`src/rtl/scan_loader_if.sv`:
```
// Configuration-word handshake between a word source and the scan loader.
interface scan_loader_if #(
    parameter int WORD_W = 8
) ();
    logic [WORD_W-1:0] cfg_data;
    logic              cfg_valid;
    logic              cfg_ready;

    modport master (output cfg_data, output cfg_valid, input  cfg_ready);
    modport slave  (input  cfg_data, input  cfg_valid, output cfg_ready);
endinterface

```
`src/rtl/scan_loader.sv`:
```
// Serialises configuration words MSB-first into a CHAIN_LEN-bit scan chain and
// returns the displaced chain bits as left-aligned readback words.
module scan_loader #(
    parameter int CHAIN_LEN = 64,
    parameter int WORD_W    = 8
) (
    input  logic              scan_clk,
    input  logic              rst,
    input  logic              start,
    scan_loader_if.slave      cfg,
    output logic              scan_en,
    output logic              scan_in,
    input  logic              scan_out,
    output logic [WORD_W-1:0] rd_data,
    output logic              rd_valid,
    output logic              busy,
    output logic              done
);
    localparam int TOT_W = $clog2(CHAIN_LEN + 1);
    localparam int IDX_W = $clog2(WORD_W + 1);
    localparam logic [TOT_W-1:0] TOT_LAST = TOT_W'(CHAIN_LEN);
    localparam logic [IDX_W-1:0] IDX_LAST = IDX_W'(WORD_W);

    typedef enum logic [1:0] {IDLE, LOAD, SHIFT, DONE} state_e;

    state_e            state_q, state_d;
    logic [WORD_W-1:0] tx_q, tx_d;
    logic [WORD_W-1:0] rx_q, rx_d;
    logic [WORD_W-1:0] rd_data_q, rd_data_d;
    logic [IDX_W-1:0]  idx_q, idx_d;
    logic [TOT_W-1:0]  total_q, total_d;
    logic              rd_valid_q, rd_valid_d;
    logic              scan_en_q, scan_en_d;
    logic              cfg_ready_q, cfg_ready_d;
    logic              busy_q, busy_d;
    logic              done_q, done_d;

    logic [IDX_W-1:0]  idx_inc;
    logic [TOT_W-1:0]  total_inc;
    logic [WORD_W-1:0] rx_shift;
    logic              word_end;

    always_comb begin
        // NOTE: every signal gets a default before the case so no path infers a latch.
        state_d    = state_q;
        tx_d       = tx_q;
        rx_d       = rx_q;
        idx_d      = idx_q;
        total_d    = total_q;
        rd_data_d  = rd_data_q;
        rd_valid_d = 1'b0;

        idx_inc   = idx_q + IDX_W'(1);
        total_inc = total_q + TOT_W'(1);
        rx_shift  = {rx_q[WORD_W-2:0], scan_out};
        word_end  = (idx_inc == IDX_LAST) || (total_inc == TOT_LAST);

        case (state_q)
            IDLE: begin
                if (start) begin
                    state_d = LOAD;
                    total_d = '0;
                end
            end
            LOAD: begin
                if (cfg.cfg_valid && cfg_ready_q) begin
                    tx_d    = cfg.cfg_data;
                    rx_d    = '0;
                    idx_d   = '0;
                    state_d = SHIFT;
                end
            end
            SHIFT: begin
                tx_d    = {tx_q[WORD_W-2:0], 1'b0};
                rx_d    = rx_shift;
                idx_d   = idx_inc;
                total_d = total_inc;
                if (word_end) begin
                    // Short final word: move its bits up so the first displaced bit is the MSB.
                    rd_data_d  = rx_shift << (IDX_LAST - idx_inc);
                    rd_valid_d = 1'b1;
                    state_d    = (total_inc == TOT_LAST) ? DONE : LOAD;
                end
            end
            DONE:    state_d = IDLE;
            default: state_d = IDLE;
        endcase

        // Outputs are registered from the next state so they never glitch.
        scan_en_d   = (state_d == SHIFT);
        cfg_ready_d = (state_d == LOAD);
        busy_d      = (state_d != IDLE);
        done_d      = (state_d == DONE);
    end

    always_ff @(posedge scan_clk) begin
        // NOTE: sequential state uses <= so every flop sees pre-edge values.
        if (rst) begin
            // NOTE: data buffers are cleared too, so scan_in and rd_data leave reset at 0.
            state_q     <= IDLE;
            tx_q        <= '0;
            rx_q        <= '0;
            rd_data_q   <= '0;
            idx_q       <= '0;
            total_q     <= '0;
            rd_valid_q  <= 1'b0;
            scan_en_q   <= 1'b0;
            cfg_ready_q <= 1'b0;
            busy_q      <= 1'b0;
            done_q      <= 1'b0;
        end else begin
            state_q     <= state_d;
            tx_q        <= tx_d;
            rx_q        <= rx_d;
            rd_data_q   <= rd_data_d;
            idx_q       <= idx_d;
            total_q     <= total_d;
            rd_valid_q  <= rd_valid_d;
            scan_en_q   <= scan_en_d;
            cfg_ready_q <= cfg_ready_d;
            busy_q      <= busy_d;
            done_q      <= done_d;
        end
    end

    assign cfg.cfg_ready = cfg_ready_q;
    assign scan_en       = scan_en_q;
    assign scan_in       = tx_q[WORD_W-1];
    assign rd_data       = rd_data_q;
    assign rd_valid      = rd_valid_q;
    assign busy          = busy_q;
    assign done          = done_q;
endmodule

```
`src/flat_wrapper.sv`:
```
// flat-port wrapper written by rule: the top's interface ports become plain ports
module scan_loader_flat 
#(
    parameter int CHAIN_LEN = 64,
    parameter int WORD_W    = 8
)
  (scan_clk, rst, start, scan_en, scan_in, scan_out, rd_data, rd_valid, busy, done, cfg_cfg_data, cfg_cfg_valid, cfg_cfg_ready);
  scan_loader_if #(.WORD_W(WORD_W)) cfg_i ();
  input  logic scan_clk;
  input  logic rst;
  input  logic start;
  output logic scan_en;
  output logic scan_in;
  input  logic scan_out;
  output logic [WORD_W-1:0] rd_data;
  output logic rd_valid;
  output logic busy;
  output logic done;
  input wire logic [$bits(cfg_i.cfg_data)-1:0] cfg_cfg_data;
  input wire logic [$bits(cfg_i.cfg_valid)-1:0] cfg_cfg_valid;
  output wire logic [$bits(cfg_i.cfg_ready)-1:0] cfg_cfg_ready;
  assign cfg_i.cfg_data = cfg_cfg_data;
  assign cfg_i.cfg_valid = cfg_cfg_valid;
  assign cfg_cfg_ready = cfg_i.cfg_ready;
  scan_loader #(.CHAIN_LEN(CHAIN_LEN), .WORD_W(WORD_W)) u_core (.scan_clk(scan_clk), .rst(rst), .start(start), .cfg(cfg_i), .scan_en(scan_en), .scan_in(scan_in), .scan_out(scan_out), .rd_data(rd_data), .rd_valid(rd_valid), .busy(busy), .done(done));
endmodule
```
`config.mk`:
```
export PLATFORM = sky130hd
export DESIGN_NAME = scan_loader_flat
export DESIGN_NICKNAME = d
export VERILOG_FILES = /design/src/rtl/scan_loader_if.sv /design/src/rtl/scan_loader.sv /design/src/flat_wrapper.sv
export SDC_FILE = /design/constraint.sdc
export NUM_CORES = 1
export LEC_CHECK = 0
export ABC_CLOCK_PERIOD_IN_PS = 2100
export BUFFER_PORTS_ARGS = -buffer_cell sky130_fd_sc_hd__buf_2
export CAP_MARGIN = 10
export CORE_AREA = 3 3 67 69
export DETAILED_ROUTE_END_ITERATION = 8
export DIE_AREA = 0 0 70 72
export PLACE_DENSITY_LB_ADDON = 0.12
export SLEW_MARGIN = 20
export SYNTH_ARGS = -nofsm -noshare
export SYNTH_HDL_FRONTEND = slang
export SYNTH_SLANG_ARGS = --single-unit
export TNS_END_PERCENT = 30
```
`constraint.sdc`:
```
create_clock -name scan_clk -period 2.1 [get_ports scan_clk]
set_input_delay 0.42 -clock scan_clk [delete_from_list [all_inputs] [get_ports scan_clk]]
set_output_delay 0.42 -clock scan_clk [all_outputs]
set_load 0.02 [all_outputs]
```
==> results.tsv, run 1 <==
metric	value	unit
outcome	finished clean	
synth_edf_count	0	
cap_violations	0	
vias_per_cell	5.70	
cts_sinks	41	
nNetsFinal	303	
netlist_area	2210	um2
synthFlopType	dfxtp_1	
synth_area_leader_cell	dfxtp_1	
p_sw	0.000333	W
path_clk_slew	0.07	ns
rows	23	
tns	0	ns
postSynthAreaPerCell	8.29	um2
root_buffer	clkbuf_8	
dieArea	5040	um2
drt-initial-drc-count	91	
dp_hpwl	3200	um
synthCells	267	
gp_congestion	0.781	
worstPathCellList	ha_1, buf_4, mux2_2, o32a_1, nand4b_1, mux2i_1	
grt_usage	0.194	
finalHoldViolCount	0	
endpoint_kind	flop	
clk_latency	0.28	ns
clockBufferDepth	2	
grt_max_degree	25	
max_stage_delay	0.36	ns
n_antenna_cell	0	
synthArstFlopShare	0	
place_inst	331	
ys_ff_latch	41	
critPathSlowestCell	ha_1	
swShare	0.240	
path_buf_inv	1	
yosysTopAreaCellShare	0.371	
initial_utilization	0.557	
post_cts_buffers	0	
worst_setup_path_start_kind	flop	
synth_cell_types	46	
setup_violations	0	
critical-path-top-delay-family	multiplexers	
drive_gt1_frac	0.206	
final.min_clock_period	1.84	ns
wl	4650	um
grt_pass1_wl	8070	um
portBuffers	26	
final_max_slew_viol_count	0	
ios	27	
post_cts_resized	0	
fin_crit_sh	0.874	
powerDensity	565	nW/um2
p_comb_frac	0.081	
max_slew.worst_pin.slew	0.659	ns
avgRoutedWirePerCell	13.8	um
area_growth	11.1	%
total_power	0.00139	W
drcViolationCount	0	
synth.most_common_cell	dfxtp_1	
critPathMaxFanout	11	
placed_cell_area	2380	um2
netlist_top_cells_count	dfxtp_1, nand2_1, nor2_1	
antenna_found_initial	0	
grt_pass1_vias	1751	
holdWs	0.375	ns
cts-buffers-inserted	5	
die_y	72	um
arrival	2.01	ns
design.core.area	3970	um2
cts_tree	done	
grt-ovfl-total	0	
finalNonFillerCells	337	
cts_hold_buf	0	
cp.required	2.27	ns
vias	1920	
p_leak	0.987	nW
final_area	2460	um2
internal-power	0.00106	W
htreeDepth	2	
seqPwrFrac	0.578	
maxSlewHeadroom	0.559	
first_pass_iters	4	
ys_seq_area_frac	0.371	
min_path_type	input pin to flop	
ys_top_cells_by_area	dfxtp_1, nand2_1, nor2_1	
fmax	545	MHz
yosysWarnings	0	
die_x	70	um
path_class	flop to flop	
clock_power_share	0.341	
rsz0062_at_grt	false	
detail-route-antenna-nets	0	
synth_nets	282	
finalClockSkew	0.00276	ns
vdd_drop_max	0.000300	V
-- tightest hold or removal path, delay by kind of cell --
kind	cells	cell delay [ns]
buffers and inverters	1	0.09
AND/OR/NAND/NOR	1	0.05
AO/OA/AOI/OAI	1	0.05
-- stage by stage --
stage               utilization  setup slack (ns)
floorplan                     -             0.294
global placement          0.600             0.294
detailed placement        0.600             0.275
CTS                       0.619             0.257
global route              0.619             0.131
finish                    0.619             0.265
-- state kept, by name (all words and copies together) (netlist names), 2 cells and up --
signal	count
u_core.idx_q	4
u_core.rd_data	8
u_core.rx_q	7
u_core.state_q	2
u_core.total_q	7
u_core.tx_q	8
-- power by group through the flow --
stage	logic (W)	clock network [W]	registers, W
global placement	0.000111	0	0.000821
floorplan	0.0000746	0	0.000821
global route	0.000126	0.000510	0.000805
finish	0.000112	0.000474	0.000803
CTS	0.000112	0.000490	0.000803
detailed placement	0.000112	0	0.000821
-- layout make-up --
cell class                      instances  area, um2
Timing Repair Buffer                   37        213
Tap cell                               50       62.6
Fill cell                             362       1510
Sequential cell                        41        821
Inverter                                4       15.0
Clock buffer                            5       68.8
Clock inverter                          1       5.00
Multi-Input combinational cell        199       1270
-- layer usage --
layer,vias to the layer above,wire (um),GRT usage,share of wire
met4,0,59,0.0766,0.013
li1,984,-,-,-
met2,42,2120,0.310,0.46
met5,-,0,0,0
met1,889,2290,0.262,0.49
met3,5,179,0.0374,0.038
-- kinds of logic after synthesis --
| group | share of synthesized area |
|---|---|
| AOI/OAI and AO/OA | 0.192 |
| xor gates and xnor gates | 0.00792 |
| adders and majority gates | 0.0113 |
| buffers and inverters | 0.0537 |
| DFF | 0.371 |
| muxes | 0.111 |
| and+or+nand+nor | 0.252 |
-- path summary, 6_finish.rpt --
check                                     start  cells after the start  slack [ns]                 to
worst max-delay path            u_core.idx_q[0]                      6        0.26  u_core.rd_data[4]
worst min register to register   u_core.tx_q[0]                      2        0.47     u_core.tx_q[0]
worst min-delay path            cfg_cfg_data[0]                      3        0.37     u_core.tx_q[0]
worst max register to register  u_core.idx_q[0]                      6        0.26  u_core.rd_data[4]
-- cells in the final DEF, fill, tap and decap left out, drive strengths merged, types with 4 or more instances in the layout --
cell and n:
dfxtp 41, buf 37, nand2 34, nor2 31
a21oi 19, nand3 16, nand2b 15, mux2i 10
a311oi 9, o21ai 8, nor3 6, mux4 5
clkbuf 5, inv 4, a22oi 4, nor2b 4
Note: power is estimated with default switching activity, not from simulation.
==> run 2: changes to the inputs <==
--- a/config.mk
+++ b/config.mk
@@ -8,10 +8,11 @@
 export ABC_CLOCK_PERIOD_IN_PS = 2100
 export BUFFER_PORTS_ARGS = -buffer_cell sky130_fd_sc_hd__buf_2
 export CAP_MARGIN = 10
-export CORE_AREA = 3 3 67 69
+export CORE_AREA = 3 3 57 80
 export DETAILED_ROUTE_END_ITERATION = 8
-export DIE_AREA = 0 0 70 72
+export DIE_AREA = 0 0 60 83
 export PLACE_DENSITY_LB_ADDON = 0.12
+export REMOVE_ABC_BUFFERS = 1
 export SLEW_MARGIN = 20
 export SYNTH_ARGS = -nofsm -noshare
 export SYNTH_HDL_FRONTEND = slang
==> run 2 against run 1 <==
Clock power up 29%. Combinational power down 4%. First-iteration DRC count shrank 6.6%. Sequential power about the same. Critical path depth unchanged. Cell count decreased by 2.4%. Global-route usage rose by 1.1 points. Via count up 0.99%. Largest cell class unchanged. Hold slack lost 0.013 ns. Maximum frequency shrank 0.60%. Count of clock-buffer cells in the layout unchanged. Sequential share of layout area is 0.085 points lower.
==> results.tsv, run 2 (synthesized netlist as in run 1, its figures left out) <==
metric	value	unit	change
finalHoldViolCount	0		unchanged
hold_depth	3		unchanged
grt_pass1_wl	8120	um	was 8070 um
path_class	flop to flop		unchanged
drcViolationCount	0		unchanged
min_path_type	input pin to flop		unchanged
outcome	finished clean		unchanged
finalClockSkew	0.00954	ns	was 0.00276 ns
cts_hold_buf	0		unchanged
post_cts_buffers	0		unchanged
min_from	cfg_cfg_data[0]		unchanged
final.fill_count	359		was 362
final.min_clock_period	1.85	ns	was 1.84 ns
htreeDepth	2		unchanged
post_cts_resized	0		unchanged
cap_violations	0		unchanged
wl	4680	um	was 4650 um
portBuffers	26		unchanged
drive_gt1_frac	0.203		was 0.206
vias_per_cell	5.89		was 5.70
cts_tree	done		unchanged
detail-route-antenna-nets	0		unchanged
dp_hpwl	3340	um	was 3200 um
powerDensity	617	nW/um2	was 565 nW/um2
avgRoutedWirePerCell	14.2	um	was 13.8 um
grt_max_degree	35		was 25
p_leak	0.992	nW	was 0.987 nW
die_x	60	um	was 70 um
rrSetupSlack	0.25	ns	was 0.26 ns
drt-initial-drc-count	85		was 91
max_slew.worst_pin.slew	0.617	ns	was 0.659 ns
rr_startpoint	u_core.idx_q[0]		unchanged
rsz0062_at_grt	false		unchanged
fmax	542	MHz	was 545 MHz
fin_crit_sh	0.879		was 0.874
place_inst	322		was 331
design.core.area	3920	um2	was 3970 um2
final_cell_mix	dfxtp_1, nand2_1, nor2_1		unchanged
grt_pass1_vias	1796		was 1751
total_power	0.00152	W	was 0.00139 W
maxSlewHeadroom	0.588		was 0.559
vdd_drop_max	0.000549	V	was 0.000300 V
finalNonFillerCells	329		was 337
dp_slack	0.270	ns	was 0.275 ns
path_clk_slew	0.07	ns	about the same
cp.required	2.32	ns	was 2.27 ns
layout_commonest_cell	dfxtp_1		unchanged
rows	27		was 23
final_max_slew_viol_count	0		unchanged
clockBufferDepth	2		unchanged
root_buffer	clkbuf_8		unchanged
r2r-end	u_core.rd_data[0]		was u_core.rd_data[4]
initial_utilization	0.564		was 0.557
grt-ovfl-total	0		unchanged
worst_setup_path_start_kind	flop		unchanged
n_antenna_cell	0		unchanged
first_pass_iters	4		unchanged
antenna_found_initial	0		unchanged
clk_latency	0.30	ns	was 0.28 ns
grt_usage	0.206		was 0.194
cts_sinks	41		unchanged
gp_congestion	0.804		was 0.781
arrival	2.07	ns	was 2.01 ns
critPathMaxFanout	5		was 11
dieArea	4980	um2	was 5040 um2
area_growth	11.4	%	was 11.1%
ios	27		unchanged
nNetsFinal	301		was 303
hold-path-endpoint	u_core.tx_q[0]		unchanged
vias	1939		was 1920
setup_violations	0		unchanged
reg2regPathDepth	6		unchanged
die_y	83	um	was 72 um
endpoint_kind	flop		unchanged
cts-buffers-inserted	5		unchanged
layout_setup_ws	0.253	ns	was 0.265 ns
[run 2: changes by cell type in the layout (fill, tap and decap cells not counted), sizes merged]
cell	change
buf	-2
bufinv	+1
[run 2: critical path: stages (launching register included)]
cell	delay, ns
dfxtp_1	0.31
ha_1	0.35
nand2b_1	0.19
xnor2_1	0.18
a211oi_1	0.44
o211ai_1	0.15
mux2i_1	0.14
[run 2: where the power goes]
| part | internal, W | switching, W | leakage (nW) |
|---|---|---|---|
| registers | 0.000791 | 0.0000125 | 0.332 |
| logic | 0.0000437 | 0.0000643 | 0.607 |
| clock network | 0.000345 | 0.000264 | 0.0540 |
[run 2: cell type report]
cell class / count / area (um2) / area share
multi-input cells: 199 / 1270 / 0.517
clock buffers: 5 / 68.8 / 0.0279
repair buffers: 35 / 198 / 0.0802
well taps: 43 / 53.8 / 0.0218
clock inverters: 2 / 35.0 / 0.0142
flip-flops and latches: 41 / 821 / 0.333
inverters: 4 / 15.0 / 0.00609
[run 2: routing by layer]
| layer | GRT usage | vias up | part of all wire |
|---|---|---|---|
| met5 | 0 | - | 0 |
| met4 | 0.0847 | 0 | 0.013 |
| met3 | 0.0420 | 6 | 0.027 |
| met2 | 0.348 | 31 | 0.53 |
| met1 | 0.242 | 920 | 0.43 |
| li1 | - | 982 | - |
[run 2: how the worst max path moves through the flow]
stage               slack (ns)  cells past startpoint             from                end
floorplan                -0.08                      6  u_core.idx_q[0]  u_core.rd_data[6]
global placement          0.32                      7  u_core.idx_q[0]  u_core.rd_data[5]
detailed placement        0.27                      6  u_core.idx_q[0]  u_core.rd_data[0]
CTS                       0.24                      6  u_core.idx_q[0]  u_core.rd_data[0]
global route              0.08                      6  u_core.idx_q[0]  u_core.rd_data[1]
finish                    0.25                      6  u_core.idx_q[0]  u_core.rd_data[0]
[run 2: per-stage QoR]
stage          TNS [ns]  utilization  cell area (um2)  hold WS [ns]
2_1_floorplan    -0.365            -             2110         0.439
3_3_place_gp          0        0.602             2360         0.453
3_5_place_dp          0        0.602             2360         0.459
4_1_cts               0        0.629             2460         0.356
5_1_grt               0        0.629             2460         0.359
6_report              0        0.629             2460         0.362
==> run 3: changes to the inputs <==
--- a/config.mk
+++ b/config.mk
@@ -8,9 +8,9 @@
 export ABC_CLOCK_PERIOD_IN_PS = 2100
 export BUFFER_PORTS_ARGS = -buffer_cell sky130_fd_sc_hd__buf_2
 export CAP_MARGIN = 10
-export CORE_AREA = 3 3 57 80
+export CORE_AREA = 3 3 64 89
 export DETAILED_ROUTE_END_ITERATION = 8
-export DIE_AREA = 0 0 60 83
+export DIE_AREA = 0 0 67 92
 export PLACE_DENSITY_LB_ADDON = 0.12
 export REMOVE_ABC_BUFFERS = 1
 export SLEW_MARGIN = 20
==> run 3 against run 2 <==
Non-clock buffer count rose by 2. Combinational power is essentially flat. Utilization decreased by 13 points. Critical path depth rose by 1. Register-to-register slack improved by 0.05 ns. Setup slack improved by 0.046 ns. Sequential power about the same. Sequential share of layout area shrank 0.15 points. Via count fell by 2.1%. Cell count is 6.7% higher. Die area up 24%. Critical path type unchanged.
==> results.tsv, run 3 (synthesized netlist as in run 1, its figures left out) <==
metric	value	unit	change
cp.required	2.28	ns	was 2.32 ns
die_y	92	um	was 83 um
rrSetupSlack	0.30	ns	was 0.25 ns
arrival	1.98	ns	was 2.07 ns
cts_sinks	41		unchanged
portBuffers	26		unchanged
drcViolationCount	0		unchanged
gp_congestion	0.765		was 0.804
multi_input_area	1270	um2	unchanged
design.core.area	4950	um2	was 3920 um2
path_class	flop to flop		unchanged
n_antenna_cell	0		unchanged
detail-route-antenna-nets	0		unchanged
fin_util	0.499		was 0.629
final.min_clock_period	1.80	ns	was 1.85 ns
grt_pass1_vias	1753		was 1796
clk_latency	0.29	ns	was 0.30 ns
antenna_found_initial	0		unchanged
dp_hpwl	3350	um	was 3340 um
root_buffer	clkbuf_8		unchanged
post_cts_buffers	0		unchanged
dp_slack	0.295	ns	was 0.270 ns
die_x	67	um	was 60 um
fin_crit_sh	0.857		was 0.879
vias_per_cell	5.41		was 5.89
seq_area	821	um2	unchanged
ios	27		unchanged
final_max_slew_viol_count	0		unchanged
wl	4600	um	was 4680 um
vdd_drop_max	0.000336	V	was 0.000549 V
initial_utilization	0.446		was 0.564
cap_violations	0		unchanged
outcome	finished clean		unchanged
finalNonFillerCells	351		was 329
first_pass_iters	4		unchanged
final.fill_count	493		was 359
min_path_type	input pin to flop		unchanged
clockBufferDepth	2		unchanged
finalClockSkew	0.00352	ns	was 0.00954 ns
rows	30		was 27
grt_pass1_wl	7990	um	was 8120 um
htreeDepth	2		unchanged
cts_tree	done		unchanged
dieArea	6160	um2	was 4980 um2
powerDensity	557	nW/um2	was 617 nW/um2
worst_setup_path_start_kind	flop		unchanged
grt_usage	0.164		was 0.206
finalHoldViolCount	0		unchanged
grt-ovfl-total	0		unchanged
drive_gt1_frac	0.206		was 0.203
final_cell_mix	dfxtp_1, nand2_1, nor2_1		unchanged
avgRoutedWirePerCell	13.1	um	was 14.2 um
critPathMaxFanout	12		was 5
layout_commonest_cell	dfxtp_1		unchanged
rsz0062_at_grt	false		unchanged
layout_setup_ws	0.300	ns	was 0.253 ns
cts_hold_buf	0		unchanged
path_clk_slew	0.07	ns	about the same
max_slew.worst_pin.slew	0.617	ns	about the same
place_inst	345		was 322
grt_max_degree	35		unchanged
endpoint_kind	flop		unchanged
fmax	556	MHz	was 542 MHz
final_area	2470	um2	was 2460 um2
setup_violations	0		unchanged
p_leak	0.988	nW	was 0.992 nW
cts-buffers-inserted	5		unchanged
nNetsFinal	303		was 301
maxSlewHeadroom	0.588		about the same
vias	1898		was 1939
post_cts_resized	0		unchanged
placed_cell_area	2400	um2	was 2360 um2
area_growth	11.9	%	was 11.4%
drt-initial-drc-count	108		was 85
run 3: cell count changes in the layout (fill, tap and decap cells not counted), sizes merged:
cell    previous run  this run
buf               35        37
bufinv             1         0
run 3: layout make-up:
class	instances	share of cell area
clock buffer	5	0.0278
clock inverter	1	0.00202
inverter	4	0.00607
multi-input combinational	199	0.514
sequential	41	0.332
tap	64	0.0324
timing repair buffer	37	0.0859
run 3: critical path: stages (launching register included):
cell	delay, ns
dfxtp_1	0.32
ha_1	0.32
buf_4	0.20
mux4_2	0.51
mux2i_1	0.14
nor2_1	0.05
nand3_1	0.08
mux2i_1	0.06
run 3: stage by stage:
| step | power [W] | hold WS, ns | TNS [ns] |
|---|---|---|---|
| after floorplan | 0.000880 | 0.439 | -0.365 |
| after global placement | 0.000931 | 0.459 | 0 |
| after detailed placement | 0.000931 | 0.462 | 0 |
| after CTS | 0.00140 | 0.368 | 0 |
| after global routing | 0.00144 | 0.392 | 0 |
| final | 0.00138 | 0.369 | 0 |
run 3: path summary, 6_finish.rpt:
| path | start | to | depth (start not counted) |
|---|---|---|---|
| worst min register to register | u_core.tx_q[0] | u_core.tx_q[0] | 2 |
| worst max-delay path | u_core.idx_q[0] | u_core.rd_data[7] | 7 |
| worst min-delay path | cfg_cfg_data[0] | u_core.tx_q[0] | 3 |
| worst max register to register | u_core.idx_q[0] | u_core.rd_data[7] | 7 |
run 3: where the power goes:
part	internal (W)	switching, W
Clock	0.000218	0.000247
Sequential	0.000791	0.0000121
Combinational	0.0000442	0.0000645
Total	0.00105	0.000324
run 3: layer usage:
metal,GRT usage,wire length (um),up-vias
li1,-,-,987
met1,0.192,2060,884
met2,0.285,2340,21
met3,0.0355,126,6
met4,0.0609,75,0
met5,0,0,-
